[src/rtl/syscall_ctrl.sv]
// Syscall sequencer: decodes print/halt, drives the pipeline stall and paces
// buffered print values onto the LED display through a small FIFO.
module syscall_ctrl #(
  parameter int DEPTH       = 4,
  parameter int HOLD_CYCLES = 4
) (
  input  logic        clk,
  input  logic        rst,
  input  logic        syscall,
  input  logic [31:0] v0,
  input  logic [31:0] a0,
  input  logic        go,
  output logic        stall,
  output logic        halted,
  output logic [31:0] led_data,
  output logic [15:0] print_cnt,
  output logic        fifo_full
);

  localparam int AW = $clog2(DEPTH);
  localparam int TW = (HOLD_CYCLES > 1) ? $clog2(HOLD_CYCLES) : 1;
  localparam logic [TW-1:0] HOLD_LOAD = TW'(HOLD_CYCLES - 1);
  localparam logic [AW:0]   FULL_CNT  = (AW + 1)'(DEPTH);

  typedef enum logic [1:0] {S_RUN, S_HALT, S_RESUME} state_e;

  state_e          state_q, state_d;
  logic            go_s1_q, go_s2_q, go_s3_q, go_rise_q;
  logic [AW-1:0]   wr_ptr_q, rd_ptr_q;
  logic [AW:0]     cnt_q, cnt_d;
  logic [TW-1:0]   timer_q;
  logic            full_q, halted_q;
  logic [31:0]     led_q;
  logic [15:0]     pcnt_q;
  logic [31:0]     mem_q [DEPTH];
  logic            is_print, is_halt, push, pop;

  assign is_print = syscall && (v0 == 32'd34);
  assign is_halt  = syscall && (v0 == 32'd10);
  assign pop      = (timer_q == '0) && (cnt_q != '0);

  // Fullness comes from the registered flag only, so a same-cycle pop never frees a slot.
  always_comb begin
    state_d = state_q;
    stall   = 1'b0;
    push    = 1'b0;
    case (state_q)
      S_RUN: begin
        if (is_halt) begin
          stall   = 1'b1;
          state_d = S_HALT;
        end else if (is_print) begin
          if (full_q) stall = 1'b1;
          else        push  = 1'b1;
        end
      end
      S_HALT: begin
        stall = 1'b1;
        if (go_rise_q) state_d = S_RESUME;
      end
      S_RESUME: state_d = S_RUN;
      default:  state_d = S_RUN;
    endcase
  end

  always_comb begin
    cnt_d = cnt_q;
    case ({push, pop})
      2'b10:   cnt_d = cnt_q + 1'b1;
      2'b01:   cnt_d = cnt_q - 1'b1;
      default: cnt_d = cnt_q;
    endcase
  end

  always_ff @(posedge clk or negedge rst) begin
    if (!rst) begin
      state_q   <= S_RUN;
      go_s1_q   <= 1'b0;
      go_s2_q   <= 1'b0;
      go_s3_q   <= 1'b0;
      go_rise_q <= 1'b0;
      wr_ptr_q  <= '0;
      rd_ptr_q  <= '0;
      cnt_q     <= '0;
      timer_q   <= '0;
      full_q    <= 1'b0;
      halted_q  <= 1'b0;
      led_q     <= '0;
      pcnt_q    <= '0;
    end else begin
      state_q   <= state_d;
      go_s1_q   <= go;
      go_s2_q   <= go_s1_q;
      go_s3_q   <= go_s2_q;
      go_rise_q <= go_s2_q & ~go_s3_q;
      cnt_q     <= cnt_d;
      full_q    <= (cnt_d == FULL_CNT);
      halted_q  <= (state_d == S_HALT);
      if (push) begin
        wr_ptr_q <= wr_ptr_q + 1'b1;
        pcnt_q   <= pcnt_q + 1'b1;
      end
      if (pop) begin
        rd_ptr_q <= rd_ptr_q + 1'b1;
        led_q    <= mem_q[rd_ptr_q];
        timer_q  <= HOLD_LOAD;
      end else if (timer_q != '0) begin
        timer_q  <= timer_q - 1'b1;
      end
    end
  end

  always_ff @(posedge clk) begin
    if (push) mem_q[wr_ptr_q] <= a0;
  end

  assign halted    = halted_q;
  assign led_data  = led_q;
  assign print_cnt = pcnt_q;
  assign fifo_full = full_q;

endmodule

[config.mk]
export PLATFORM = sky130hd
export DESIGN_NAME = syscall_ctrl
export DESIGN_NICKNAME = d
export VERILOG_FILES = /design/src/rtl/syscall_ctrl.sv
export SDC_FILE = /design/constraint.sdc
export NUM_CORES = 1
export LEC_CHECK = 0
export ABC_CLOCK_PERIOD_IN_PS = 2900
export CAP_MARGIN = 20
export CORE_UTILIZATION = 53
export CTS_BUF_LIST = sky130_fd_sc_hd__clkbuf_16
export CTS_CLUSTER_DIAMETER = 40
export CTS_CLUSTER_SIZE = 40
export DETAILED_ROUTE_END_ITERATION = 12
export PLACE_DENSITY = 0.89
export REMOVE_ABC_BUFFERS = 1
export SETUP_SLACK_MARGIN = 0.4
export SYNTH_ARGS = -nofsm -noshare
export SYNTH_HDL_FRONTEND = slang
export SYNTH_SLANG_ARGS = --single-unit
[constraint.sdc]
create_clock -name clk -period 2.9 [get_ports clk]
set_input_delay 0.435 -clock clk [delete_from_list [all_inputs] [get_ports clk]]
set_output_delay 0.435 -clock clk [all_outputs]
set_load 0.03 [all_outputs]
==> impl_metrics.ini <==
[timing]
final_hold_viol_count = 0
fin_worst_skew_ns = 0.006408
fin_tns_setup_ns = 0
rsz0062_at_grt = false
slew_headroom_pct = 41.03
postLayoutSetupSlackWorst_ns = 0.4811
drv_slew = 0
period_share_pct = 83.41
setup_viol_count_final = 0
fin_crit_ns = 2.419
worst_pin_slew_ns = 0.8846
fmax_mhz = 413.4

[synth]
synth_area_leaders = edfxtp_1 52%, dfrtp_1 22%, mux4_2 9.7%, mux2_2 5.3%, xnor2_1 1.8%
yosysSeqAreaShare_pct = 73.43
synth_warnings = 0
synth_top_area_cell = edfxtp_1
syn_avg_cell_area_um2 = 19.97
synth-simple-area-share_pct = 6.147
synthMuxAreaShare_pct = 14.96
synth-seq-cells = 193
synth_area_um2 = 7450
synth.distinct_cells = 34
synth_compound_area_share_pct = 0.4031
yosys.area.top_type_share_pct = 51.60
synth-xor-area-share_pct = 2.469
synthAdderAreaFrac_pct = 1.444
synth_top_family_by_area = multiplexers
synthCells = 373

[global_routing]
gr-usage-all-layers_pct = 21.52
grt_max_degree = 66
grt_pass1_vias = 4256
grt_first_pass_wirelength_mm = 22.66
antenna_found_initial = 0
grt_overflow_total = 0

[floorplanning]
initial_core_util_pct = 55.38
core_area_um2 = 13450
die_width_um = 120.6
fp.dieH_um = 120.6
num_io_pins = 119
rows = 42
die-area_um2 = 14530

[setup_path]
critPathMostFrequentCell = buf_4
crit_type = in -> out
regToRegStartpoint = state_q[1]$_DFF_PN0_
path_delay_family = buffers and inverters
reg2reg_to = fifo_full$_DFF_PN0_
end_kind = primary output
cpPeakStageDelay_ns = 0.45
rr_worst_depth = 10
crit_required_ns = 2.47
path_cells = clkdlybuf4s50_1, nor4_4, nand4_4, buf_4, nor3_2, or2_2, buf_4
arrival_ns = 1.98
reg2reg_slack_ns = 0.53
crit_fanout = 6
critPathLaunchType = input pin
slowest_stage = clkdlybuf4s50_1
worst-path-buf-inv = 3

[clocking]
h-tree-depth = 4
clkTransAtPathRegs_ns = 0.06
cts_buffers = 17
cts_hold_buffers = 0
worstSkewPairLatency_ns = 0.42
cts_sinks = 193
clockBufferDepth = 2
cts_tree = yes
cts-root-buf = clkbuf_16

[power]
power_frac_seq_pct = 47.8
power.share.clock_pct = 36.0
powerDensity_nw_per_um2 = 693.7
leakagePower_nw = 3.760
swShare_pct = 24.03
ir_drop_mv = 0.6449
p_int_w = 0.005158
power.switching_w = 0.001631
p_comb_share_pct = 16.2

[drt]
first_pass_iters = 4
postRouteAntennaNets = 0
via_count = 3930
drt_wl_total_mm = 14.70
drtIter0Drc = 305
avgViaCountPerCell = 5.551
drc = 0
drt-wirelength-per-cell_um = 20.76

[placed_design]
hpwl_mm = 9.178
place.gp.congestion = 0.7797
preCtsSetupSlack_ns = -0.2303
place_area_um2 = 9027
dp_cells = 673
io_buffers = 118

[hold_path]
hold_path.class = in -> async

[cells_and_area]
area_growth_pct = 31.39
fill_cells = 812
design_area_um2 = 9788
nNetsFinal = 595
diodes = 0
final_cells = 708
drive_above_1_share_pct = 27.07

[status]
status = finished, final reports clean

[run]
drv_cap = 0
cells by family (layout without fill, tap and decap cells):
kind of cell	Yosys count	count (layout)
xor gates and xnor gates	21	21
AOI/OAI and AO/OA	6	6
muxes	67	67
and+or+nand+nor	59	59
DFF	193	193
adders and majority gates	8	8
buffers and inverters	19	178
synth_stat cells:
library cell / instances
edfxtp_1: 128
dfrtp_1: 65
mux2_2: 35
mux4_2: 32
xnor2_1: 15
nand2_1: 10
ha_1: 7
and2_1: 6
inv_1: 6
nand3_1: 6
nor2_1: 6
nor4_2: 6
xor2_1: 6
a21oi_1: 5
buf_2: 5
clkbuf_1: 4
nor2b_1: 4
buf_1: 3
nand4_1: 3
nor3_1: 3
nor4b_2: 3
and4_1: 2
nand4_4: 2
and2b_2: 1
and3_1: 1
buf_6: 1
fa_1: 1
nor3_4: 1
nor3b_1: 1
nor3b_4: 1
nor4_1: 1
nor4_4: 1
o21ai_0: 1
or2_2: 1
layout by cell type, fill, tap and decap left out, types with 6 or more instances in the layout:
cell type,instances
buf_12,7
nand2_1,10
mux4_2,32
ha_1,6
clkbuf_16,17
xnor2_1,15
inv_1,7
nand3_1,6
xor2_1,6
nor2_1,6
dfrtp_1,64
clkdlybuf4s50_1,102
edfxtp_1,128
buf_4,16
dlymetal6s2s_1,13
mux2_2,35
layer usage:
metal | GRT usage (%) | wire, µm | share of wire, % | up-vias
met5 | 0 | 0 | 0 | -
met4 | 6.944 | 87 | 0.59 | 0
met3 | 5.377 | 840 | 5.7 | 9
met2 | 38.33 | 8129 | 55 | 145
met1 | 25.63 | 5642 | 38 | 2039
li1 | - | - | - | 1737
final cells by class:
cell class / instances / area [µm²] / share of cell area, %
Timing Repair Buffer: 140 / 1464 / 14.96
Clock inverter: 15 / 200.2 / 2.045
Multi-Input combinational cell: 161 / 1984 / 20.27
Sequential cell: 193 / 5472 / 55.90
Tap cell: 176 / 220.2 / 2.250
Inverter: 6 / 22.52 / 0.2301
Clock buffer: 17 / 425.4 / 4.346
worst max-delay path by stage:
stage / startpoint / end / depth (start not counted)
finish: v0[12] / stall / 7
global route: v0[18] / fifo_full$_DFF_PN0_ / 11
CTS: v0[13] / stall / 7
detailed placement: v0[29] / fifo_full$_DFF_PN0_ / 11
global placement: v0[21] / fifo_full$_DFF_PN0_ / 12
floorplan: timer_q[0]$_DFFE_PN0P_ / fifo_full$_DFF_PN0_ / 7
timing repair:
| item | 4_1_cts | 5_1_grt |
|---|---|---|
| gates resized for setup | 7 | 20 |
| endpoints found under the setup margin | 2 | 3 |
| pin swaps | 5 | 14 |
| buffers inserted | 3 | 0 |
through the flow:
step | utilization [%] | hold slack (ns) | total power (W)
after CTS | 72.14 | 0.1580 | 0.006836
after detailed placement | 67.10 | 0.3370 | 0.004389
after floorplan | - | 0.1394 | 0.003818
after global routing | 72.76 | 0.1942 | 0.006986
final | 72.76 | 0.1258 | 0.006790
after global placement | 67.10 | 0.3390 | 0.004343
sequential cells by signal, indices dropped and copies added (netlist names):
register and cells:
print_cnt 16, halted 1, timer_q 2, wr_ptr_q 2
state_q 2, led_data 32, cnt_q 3, go_s2_q 1
fifo_full 1, mem_q 128, rd_ptr_q 2, go_s1_q 1
go_rise_q 1, go_s3_q 1
power by group through the flow:
stage               Combinational, W  Sequential [W]  Clock [W]
CTS                          0.00111         0.00324    0.00248
global route                 0.00115         0.00326    0.00258
global placement             0.00107         0.00328          0
detailed placement           0.00110         0.00329          0
floorplan                   0.000189         0.00363          0
finish                       0.00110         0.00325    0.00244
Note: power is estimated with default switching activity, not from simulation.
